**src/rtl/mouse_cursor_ctrl_if.sv**
```systemverilog
// Signal bundle between the PS/2 mouse interface side and the cursor controller.
// slave = the controller, master = whoever drives packets and watches the cursor.
`timescale 1ns/1ps
interface mouse_cursor_ctrl_if;
    logic       data_ready;
    logic [8:0] x_increment;
    logic [8:0] y_increment;
    logic       left_button;
    logic       right_button;
    logic       error_no_ack;
    logic       rearm;
    logic       mouse_reset;
    logic       mouse_read;
    logic [9:0] cursor_x;
    logic [9:0] cursor_y;
    logic       btn_left;
    logic       btn_right;
    logic       draw_valid;
    logic       link_up;
    logic       link_fail;

    modport slave (
        input  data_ready, x_increment, y_increment, left_button, right_button,
        input  error_no_ack, rearm,
        output mouse_reset, mouse_read, cursor_x, cursor_y, btn_left, btn_right,
        output draw_valid, link_up, link_fail
    );

    modport master (
        output data_ready, x_increment, y_increment, left_button, right_button,
        output error_no_ack, rearm,
        input  mouse_reset, mouse_read, cursor_x, cursor_y, btn_left, btn_right,
        input  draw_valid, link_up, link_fail
    );
endinterface

```
**src/rtl/mouse_cursor_ctrl.sv**
```systemverilog
// PS/2 link supervisor plus clamped cursor integrator; a packet sampled on one edge
// updates cursor/buttons/draw_valid on that edge, with data_ready ignored while mouse_read is high.
`timescale 1ns/1ps
module mouse_cursor_ctrl #(
    parameter int SCREEN_W       = 640,
    parameter int SCREEN_H       = 480,
    parameter int SENS_SHIFT     = 0,
    parameter int ACK_TIMEOUT    = 27000,
    parameter int BACKOFF_CYCLES = 2700000,
    parameter int MAX_RETRIES    = 3,
    parameter int MRST_CYCLES    = 16
) (
    input  logic               clk,
    input  logic               reset,
    mouse_cursor_ctrl_if.slave bus
);

    typedef enum logic [2:0] {LINK_RST, WAIT_ACK, ACTIVE, BACKOFF, FAILED} state_t;

    localparam logic signed [11:0] X_MAX = 12'(SCREEN_W - 1);
    localparam logic signed [11:0] Y_MAX = 12'(SCREEN_H - 1);

    state_t      state_q, state_d;
    logic [31:0] timer_q, timer_d;
    logic [7:0]  retry_q, retry_d;
    logic        mouse_reset_q, mouse_reset_d;
    logic        mouse_read_q, mouse_read_d;
    logic [9:0]  cursor_x_q, cursor_x_d;
    logic [9:0]  cursor_y_q, cursor_y_d;
    logic        btn_left_q, btn_left_d;
    logic        btn_right_q, btn_right_d;
    logic        draw_valid_q, draw_valid_d;
    logic        link_up_q, link_up_d;
    logic        link_fail_q, link_fail_d;

    logic signed [11:0] dx, dy, new_x, new_y;
    logic        [9:0]  clamp_x, clamp_y;

    function automatic logic [9:0] clamp_pos(input logic signed [11:0] v,
                                             input logic signed [11:0] hi);
        logic signed [11:0] r;
        r = v;
        if (v < 12'sd0) r = 12'sd0;
        else if (v > hi) r = hi;
        return r[9:0];
    endfunction

    // Screen Y grows downwards while mouse Y is positive-up, hence the subtraction.
    always_comb begin
        dx      = $signed({{3{bus.x_increment[8]}}, bus.x_increment}) >>> SENS_SHIFT;
        dy      = $signed({{3{bus.y_increment[8]}}, bus.y_increment}) >>> SENS_SHIFT;
        new_x   = $signed({2'b00, cursor_x_q}) + dx;
        new_y   = $signed({2'b00, cursor_y_q}) - dy;
        clamp_x = clamp_pos(new_x, X_MAX);
        clamp_y = clamp_pos(new_y, Y_MAX);
    end

    always_comb begin
        state_d       = state_q;
        timer_d       = timer_q;
        retry_d       = retry_q;
        mouse_reset_d = mouse_reset_q;
        mouse_read_d  = 1'b0;
        cursor_x_d    = cursor_x_q;
        cursor_y_d    = cursor_y_q;
        btn_left_d    = btn_left_q;
        btn_right_d   = btn_right_q;
        draw_valid_d  = 1'b0;
        link_up_d     = link_up_q;
        link_fail_d   = link_fail_q;

        case (state_q)
            LINK_RST: begin
                if (timer_q == 32'(MRST_CYCLES - 1)) begin
                    state_d       = WAIT_ACK;
                    timer_d       = '0;
                    mouse_reset_d = 1'b0;
                end else begin
                    timer_d = timer_q + 32'd1;
                end
            end
            WAIT_ACK: begin
                if (bus.error_no_ack) begin
                    state_d = BACKOFF;
                    timer_d = '0;
                    retry_d = retry_q + 8'd1;
                end else if (bus.data_ready || timer_q == 32'(ACK_TIMEOUT - 1)) begin
                    state_d   = ACTIVE;
                    timer_d   = '0;
                    retry_d   = '0;
                    link_up_d = 1'b1;
                end else begin
                    timer_d = timer_q + 32'd1;
                end
            end
            ACTIVE: begin
                if (bus.error_no_ack) begin
                    state_d   = BACKOFF;
                    timer_d   = '0;
                    retry_d   = retry_q + 8'd1;
                    link_up_d = 1'b0;
                end else if (bus.data_ready && !mouse_read_q) begin
                    mouse_read_d = 1'b1;
                    cursor_x_d   = clamp_x;
                    cursor_y_d   = clamp_y;
                    btn_left_d   = bus.left_button;
                    btn_right_d  = bus.right_button;
                    draw_valid_d = bus.left_button &&
                                   (clamp_x != cursor_x_q || clamp_y != cursor_y_q);
                end
            end
            BACKOFF: begin
                if (retry_q == 8'(MAX_RETRIES)) begin
                    state_d       = FAILED;
                    mouse_reset_d = 1'b1;
                    link_fail_d   = 1'b1;
                end else if (timer_q == 32'(BACKOFF_CYCLES - 1)) begin
                    state_d       = LINK_RST;
                    timer_d       = '0;
                    mouse_reset_d = 1'b1;
                end else begin
                    timer_d = timer_q + 32'd1;
                end
            end
            FAILED: begin
                // The cursor is deliberately left where it was across a rearm.
                if (bus.rearm) begin
                    state_d     = LINK_RST;
                    timer_d     = '0;
                    retry_d     = '0;
                    link_fail_d = 1'b0;
                end
            end
            default: begin
                state_d       = LINK_RST;
                timer_d       = '0;
                mouse_reset_d = 1'b1;
            end
        endcase
    end

    always_ff @(posedge clk or posedge reset) begin
        if (reset) begin
            state_q       <= LINK_RST;
            timer_q       <= '0;
            retry_q       <= '0;
            mouse_reset_q <= 1'b1;
            mouse_read_q  <= 1'b0;
            cursor_x_q    <= 10'(SCREEN_W / 2);
            cursor_y_q    <= 10'(SCREEN_H / 2);
            btn_left_q    <= 1'b0;
            btn_right_q   <= 1'b0;
            draw_valid_q  <= 1'b0;
            link_up_q     <= 1'b0;
            link_fail_q   <= 1'b0;
        end else begin
            state_q       <= state_d;
            timer_q       <= timer_d;
            retry_q       <= retry_d;
            mouse_reset_q <= mouse_reset_d;
            mouse_read_q  <= mouse_read_d;
            cursor_x_q    <= cursor_x_d;
            cursor_y_q    <= cursor_y_d;
            btn_left_q    <= btn_left_d;
            btn_right_q   <= btn_right_d;
            draw_valid_q  <= draw_valid_d;
            link_up_q     <= link_up_d;
            link_fail_q   <= link_fail_d;
        end
    end

    assign bus.mouse_reset = mouse_reset_q;
    assign bus.mouse_read  = mouse_read_q;
    assign bus.cursor_x    = cursor_x_q;
    assign bus.cursor_y    = cursor_y_q;
    assign bus.btn_left    = btn_left_q;
    assign bus.btn_right   = btn_right_q;
    assign bus.draw_valid  = draw_valid_q;
    assign bus.link_up     = link_up_q;
    assign bus.link_fail   = link_fail_q;

endmodule
```
**src/flat_wrapper.sv**
```systemverilog
// flat-port wrapper written by rule: the top's interface ports become plain ports
module mouse_cursor_ctrl_flat 
#(
    parameter int SCREEN_W       = 640,
    parameter int SCREEN_H       = 480,
    parameter int SENS_SHIFT     = 0,
    parameter int ACK_TIMEOUT    = 27000,
    parameter int BACKOFF_CYCLES = 2700000,
    parameter int MAX_RETRIES    = 3,
    parameter int MRST_CYCLES    = 16
)
  (clk, reset, bus_data_ready, bus_x_increment, bus_y_increment, bus_left_button, bus_right_button, bus_error_no_ack, bus_rearm, bus_mouse_reset, bus_mouse_read, bus_cursor_x, bus_cursor_y, bus_btn_left, bus_btn_right, bus_draw_valid, bus_link_up, bus_link_fail);
  mouse_cursor_ctrl_if bus_i ();
  input  logic clk;
  input  logic reset;
  input wire logic [$bits(bus_i.data_ready)-1:0] bus_data_ready;
  input wire logic [$bits(bus_i.x_increment)-1:0] bus_x_increment;
  input wire logic [$bits(bus_i.y_increment)-1:0] bus_y_increment;
  input wire logic [$bits(bus_i.left_button)-1:0] bus_left_button;
  input wire logic [$bits(bus_i.right_button)-1:0] bus_right_button;
  input wire logic [$bits(bus_i.error_no_ack)-1:0] bus_error_no_ack;
  input wire logic [$bits(bus_i.rearm)-1:0] bus_rearm;
  output wire logic [$bits(bus_i.mouse_reset)-1:0] bus_mouse_reset;
  output wire logic [$bits(bus_i.mouse_read)-1:0] bus_mouse_read;
  output wire logic [$bits(bus_i.cursor_x)-1:0] bus_cursor_x;
  output wire logic [$bits(bus_i.cursor_y)-1:0] bus_cursor_y;
  output wire logic [$bits(bus_i.btn_left)-1:0] bus_btn_left;
  output wire logic [$bits(bus_i.btn_right)-1:0] bus_btn_right;
  output wire logic [$bits(bus_i.draw_valid)-1:0] bus_draw_valid;
  output wire logic [$bits(bus_i.link_up)-1:0] bus_link_up;
  output wire logic [$bits(bus_i.link_fail)-1:0] bus_link_fail;
  assign bus_i.data_ready = bus_data_ready;
  assign bus_i.x_increment = bus_x_increment;
  assign bus_i.y_increment = bus_y_increment;
  assign bus_i.left_button = bus_left_button;
  assign bus_i.right_button = bus_right_button;
  assign bus_i.error_no_ack = bus_error_no_ack;
  assign bus_i.rearm = bus_rearm;
  assign bus_mouse_reset = bus_i.mouse_reset;
  assign bus_mouse_read = bus_i.mouse_read;
  assign bus_cursor_x = bus_i.cursor_x;
  assign bus_cursor_y = bus_i.cursor_y;
  assign bus_btn_left = bus_i.btn_left;
  assign bus_btn_right = bus_i.btn_right;
  assign bus_draw_valid = bus_i.draw_valid;
  assign bus_link_up = bus_i.link_up;
  assign bus_link_fail = bus_i.link_fail;
  mouse_cursor_ctrl #(.SCREEN_W(SCREEN_W), .SCREEN_H(SCREEN_H), .SENS_SHIFT(SENS_SHIFT), .ACK_TIMEOUT(ACK_TIMEOUT), .BACKOFF_CYCLES(BACKOFF_CYCLES), .MAX_RETRIES(MAX_RETRIES), .MRST_CYCLES(MRST_CYCLES)) u_core (.clk(clk), .reset(reset), .bus(bus_i));
endmodule
```
**config.mk**
```make
export PLATFORM = sky130hd
export DESIGN_NAME = mouse_cursor_ctrl_flat
export DESIGN_NICKNAME = d
export VERILOG_FILES = /design/src/rtl/mouse_cursor_ctrl_if.sv /design/src/rtl/mouse_cursor_ctrl.sv /design/src/flat_wrapper.sv
export SDC_FILE = /design/constraint.sdc
export NUM_CORES = 1
export LEC_CHECK = 0
export BUFFER_PORTS_ARGS = -buffer_cell sky130_fd_sc_hd__buf_2
export CORE_ASPECT_RATIO = 1.2
export CORE_UTILIZATION = 33
export CTS_CLUSTER_SIZE = 30
export DETAILED_ROUTE_END_ITERATION = 7
export HOLD_SLACK_MARGIN = 0.12
export SYNTH_ARGS = -nofsm -noshare
export SYNTH_HDL_FRONTEND = slang
export SYNTH_SLANG_ARGS = --single-unit
```
**constraint.sdc**
```tcl
create_clock -name clk -period 3.5 [get_ports clk]
set_input_delay 0.525 -clock clk [delete_from_list [all_inputs] [get_ports clk]]
set_output_delay 0.525 -clock clk [all_outputs]
set_load 0.005 [all_outputs]
```
[Word level (Yosys, flattened, before mapping)]
Cells that the tools add are included.
Storage, ports and cells
  flip-flop bits (word level): 70
  latch bits: 0
  RAM bits: 0
  memory bits (read-only): 0
  bits of input ports: 25
  output and inout port bits: 27
  logic and storage cells: 100
  memories: 0
Cells by class
  add/sub/neg operators: 4
  $mul: 0
  div/mod/pow operators: 0
  magnitude comparators: 4
  equal/unequal tests: 19
  shift operators: 0
  mux-type cells: 42
  bitwise logic cells: 2
  reduce and logical (&&, ||, !) cells: 17
Operators with widths (count)
  two-way mux 32 bit: 7
  case mux 32 bit (5 select lines): 1
  two-way mux 10 bit: 4
  adder 32 x 1 -> 32 bit (second input constant): 1
  equality test 32 x 15 -> 1 bit (second input constant): 1
  equality test 32 x 22 -> 1 bit (second input constant): 1
  equality test 32 x 4 -> 1 bit (second input constant): 1
  two-way mux 8 bit: 4
  less-than comparator 12 x 1 -> 1 bit (second input constant): 2
  case mux 8 bit (3 select lines): 1
  two-way mux 3 bit: 7
  != test 10 bit: 2
  case mux 3 bit (5 select lines): 1
  two-way mux 1 bit: 14
  adder 11 x 9 -> 12 bit: 1
  greater-than comparator 12 x 10 -> 1 bit (second input constant): 1
  greater-than comparator 12 x 11 -> 1 bit (second input constant): 1
  AND reduction 3 bit: 4
  subtractor 11 x 9 -> 12 bit: 1
  adder 8 x 1 -> 8 bit (second input constant): 1
  equality test 8 x 2 -> 1 bit (second input constant): 1
  != test 2 bit (second input constant): 4
  AND reduction 4 bit: 2
  equality test 3 x 2 -> 1 bit (second input constant): 2
  other kinds (16): 23

[Logic depth before layout (Yosys ltp)]
  depth in word-level cells: 10
  depth in mapped cells: 15

[Worst setup path before layout]
No wires, ideal clock.
  path type: reg-to-reg
  start point: register u_core.cursor_y_q[0], in the netlist u_core.bus.cursor_y[0]
  end point: register u_core.draw_valid_q, in the netlist u_core.bus.draw_valid
  setup time: 0.118 ns
  arrival time: 3.144 ns
  data required time: 3.382 ns
  path slack: 0.237 ns
  stages on the path, launching flop included: 16
  period minus slack after synthesis: 3.263 ns
  path through: dfrtp_1 -> inv_1 -> ha_1 -> inv_1 -> fa_1 -> a211oi_1 -> o21ai_1 -> xor2_1 -> nand2_1 -> or3_1 -> o21ai_1 -> buf_2 -> a2bb2oi_1 -> and4_1 -> o2111a_1 -> a21oi_2
On the way
  longest elaborated chain between the ends: 10
  elaborated cells on any way between the ends: 11
Ends and longest elaborated chain
  start: declaration: line mouse_cursor_ctrl.sv:29  | logic [9:0] cursor_y_q, cursor_y_d;
  start signal: assignment: line mouse_cursor_ctrl.sv:150  | cursor_y_q <= 10'(SCREEN_H / 2);
  start signal: assignment: line mouse_cursor_ctrl.sv:163  | cursor_y_q <= cursor_y_d;
  subtractor 11 x 9 -> 12 bit: line mouse_cursor_ctrl.sv:53  | new_y = $signed({2'b00, cursor_y_q}) - dy;
  greater-than comparator 12 x 10 -> 1 bit: line mouse_cursor_ctrl.sv:44  | else if (v > hi) r = hi;
  two-way mux 10 bit: line mouse_cursor_ctrl.sv:44
  two-way mux 10 bit: line mouse_cursor_ctrl.sv:43  | if (v < 12'sd0) r = 12'sd0;
  != test 10 bit (*): line mouse_cursor_ctrl.sv:109  | (clamp_x != cursor_x_q || clamp_y != cursor_y_q);
  logical OR 1 bit (*): line mouse_cursor_ctrl.sv:109
  logical AND 1 bit (*): line mouse_cursor_ctrl.sv:108  | draw_valid_d = bus.left_button &&
  two-way mux 1 bit (*): line mouse_cursor_ctrl.sv:102  | end else if (bus.data_ready && !mouse_read_q) begin
  two-way mux 1 bit (*): line mouse_cursor_ctrl.sv:97  | if (bus.error_no_ack) begin
  two-way mux 1 bit (*): line mouse_cursor_ctrl.sv:72  | case (state_q)
  net u_core.draw_valid_d: line mouse_cursor_ctrl.sv:32  | logic draw_valid_q, draw_valid_d;
  end signal: assignment: line mouse_cursor_ctrl.sv:166  | draw_valid_q <= draw_valid_d;
  end: declaration: line mouse_cursor_ctrl.sv:32
Mark *: on every way through the listed nets, which the timed path passes. The rest lies on a longest branch.
A chain may end at the register's enable or synchronous reset.

[Final worst setup path]
Ends and elaborated chain as after synthesis.

==> results.ini <==
[run_status]
outcome = complete, no violations

[timing]
clock-skew-final_ns = 0.00949
fin_tns_setup_ns = 0
slew_viol_final = 0
fin_crit_sh = 0.927
finalSetupViolCount = 0
hold_viol = 0
fin_crit_ns = 3.24
fmax_ghz = 0.308
holdWs_ns = 0.271
tightest_slew_ns = 0.680
slew_headroom = 0.542
grt_setup_unrepaired = no
setup_slack_ns = 0.256

[clocking]
clockRootBuffer = clkbuf_16
hold_buffers = 0
htreeDepth = 3
cts_buffers = 9
ctsResizeCount = 0
clkTransAtPathRegs_ns = 0.06
clock_latency_ns = 0.33
cts_sinks = 70
cts_tree = yes
cts_setup_buffers = 0
cts_buffer_depth = 2

[placement]
pre_cts_slack_ns = 0.0264
dp_hpwl_um = 11100
place_congestion = 0.878
io_buffers = 51

[worst_setup_path]
crit_path_end_kind = flop
setup.worst_path.class = reg -> reg
path_cells = inv_1 > ha_1 > inv_1 > fa_1 > a211oi_2 > o21ai_1 > and2_1 > o221ai_1 > o311ai_1 > o21ai_2 > buf_4 > o2111ai_1 > o31ai_1 > o2111a_1 > a21oi_2
cp-start-kind = flop
critPathMaxStageDelay_ns = 0.41
worstPathArrival_ns = 3.46
crit_path_max_fanout = 5
cp.required_ns = 3.72
cp_slowest_cell = fa_1
cpMostUsedCell = inv_1

[global_routing]
grt_overflow_total = 0
grt_pass1_wl_um = 24600
grt_pass1_vias = 4894
track_usage = 0.178
grt_max_degree = 31
antenna_found_initial = 0

[routing]
via_per_inst = 5.44
drt_first_iter_violations = 419
drt_pass1_iterations = 5
num_vias = 5247
wl_um = 14500
route.detailed.drc = 0
drtAntennaViolNets = 0
post_drt_wl_per_cell_um = 15.1

[synth]
synth_edf_count = 0
synth_top_area_cell = dfrtp_1
synth.net_count = 716
yosys_warnings = 0
synth_top_area_frac = 0.289
async_flop_share = 1.00
synth.most_common_cell = nor2_1
yosysSeqAreaShare = 0.323
syn_area_per_cell_um2 = 8.20
ys_ff_latch = 70
netlist_top_cells_area = dfrtp_1 29%, ha_1 5.5%, nor2_1 5.0%
synth_cells = 665
synthesis.area_um2 = 5450
synth_common_cells = 72 x nor2_1, 63 x dfrtp_1, 61 x nand2_1
yosysUniqueCellTypes = 72
synthFlopType = dfrtp_1

[final_layout]
nets = 799
drive_above_1_share = 0.185
nFillCells = 1682
multi_input_area_um2 = 3500
area_delta_synth_final_pct = 20.7
antennaDiodeCount = 0
final-seq-area_um2 = 1760
final_util = 0.406

[die]
die_h_um = 143
io_pins = 52
start_util = 0.336
die_w_um = 119
row_count = 51
coreArea_um2 = 16200
dieArea_um2 = 17000

[power]
ir_drop_uv = 321
p_leak_nw = 2.93
power_density_nw_per_um2 = 897
finalPower_mw = 5.91

[flow_run]
cap_violations = 0

[min_path]
hp-class = in -> async

==> layout by cell type (no fill, tap or decap), types with 14 or more instances in the layout <==
master and instances:
nor2_1 72, buf_2 51, dfrtp_1 63, nand2_1 61, inv_1 28, nor3_1 19, nand3_1 30, ha_1 24
xor2_1 27, nand2b_1 16, buf_4 45, o31ai_1 14, o211ai_1 15, o21ai_0 49, a21oi_1 25
==> cell type report <==
cell class / instances / share of cell area
Timing Repair Buffer: 96 / 0.0901
Multi-Input combinational cell: 541 / 0.532
Inverter: 30 / 0.0171
Clock inverter: 5 / 0.0162
Tap cell: 212 / 0.0403
Sequential cell: 70 / 0.267
Clock buffer: 11 / 0.0369
==> routing by layer <==
metal,global-route usage,part of all wire,vias up
li1,-,-,2632
met1,0.237,0.47,2486
met2,0.300,0.48,113
met3,0.0216,0.038,16
met4,0.0553,0.012,0
met5,0,0,-
==> worst max-delay path: cells and delay by family, from the launching register on <==
kind                       cells  cell delay, ns
buffers and inverters          3            0.32
DFF                            1            0.38
and+or+nand+nor                1            0.20
AOI/OAI and AO/OA              9            1.64
adders and majority gates      2            0.60
==> cell families (layout without fill, tap and decap cells) <==
family | Yosys count | count (layout) | synth area share
AOI/OAI and AO/OA | 186 | 186 | 0.237
xor gates and xnor gates | 40 | 40 | 0.0643
adders and majority gates | 26 | 26 | 0.0624
buffers and inverters | 54 | 142 | 0.0376
DFF | 70 | 70 | 0.323
muxes | 5 | 5 | 0.00941
and+or+nand+nor | 284 | 284 | 0.267
==> per-stage QoR <==
step	instances	area, um2
3_3_place_gp	949	6220
4_1_cts	965	6570
3_5_place_dp	949	6220
2_1_floorplan	665	5450
6_report	965	6580
5_1_grt	965	6580
==> flip-flops by register name (all words and copies together), names as in the netlist <==
register and cells:
u_core.bus.btn_left 1, u_core.bus.btn_right 1, u_core.bus.cursor_x 10, u_core.bus.cursor_y 10, u_core.bus.draw_valid 1, u_core.bus.link_fail 1, u_core.bus.link_up 1, u_core.bus.mouse_read 1
u_core.bus.mouse_reset 1, u_core.retry_q 8, u_core.state_q 3, u_core.timer_q 32
==> where the power goes <==
| part | switching, mW | total (mW) | leakage [nW] | internal [mW] |
|---|---|---|---|---|
| registers | 0.252 | 1.27 | 0.921 | 1.02 |
| clock network | 0.355 | 1.07 | 0.166 | 0.717 |
| logic | 1.99 | 3.57 | 1.85 | 1.58 |
| total | 2.60 | 5.91 | 2.93 | 3.31 |
==> final timing paths <==
kind,startpoint,end,slack (ns),cells after the start
max in group asynchronous,reset,u_core.bus.cursor_y[7]$_DFFE_PP1P_,2.44,3
min reg2reg,u_core.bus.btn_right$_DFFE_PP0P_,u_core.bus.btn_right$_DFFE_PP0P_,0.47,2
min,reset,u_core.retry_q[2]$_DFFE_PP0P_,0.27,2
min in group clk,bus_right_button,u_core.bus.btn_right$_DFFE_PP0P_,0.38,3
max,u_core.bus.cursor_y[0]$_DFFE_PP0P_,u_core.bus.draw_valid$_DFF_PP0_,0.26,15
max reg2reg,u_core.bus.cursor_y[0]$_DFFE_PP0P_,u_core.bus.draw_valid$_DFF_PP0_,0.26,15
No activity file was read; power rests on OpenSTA's default activity.
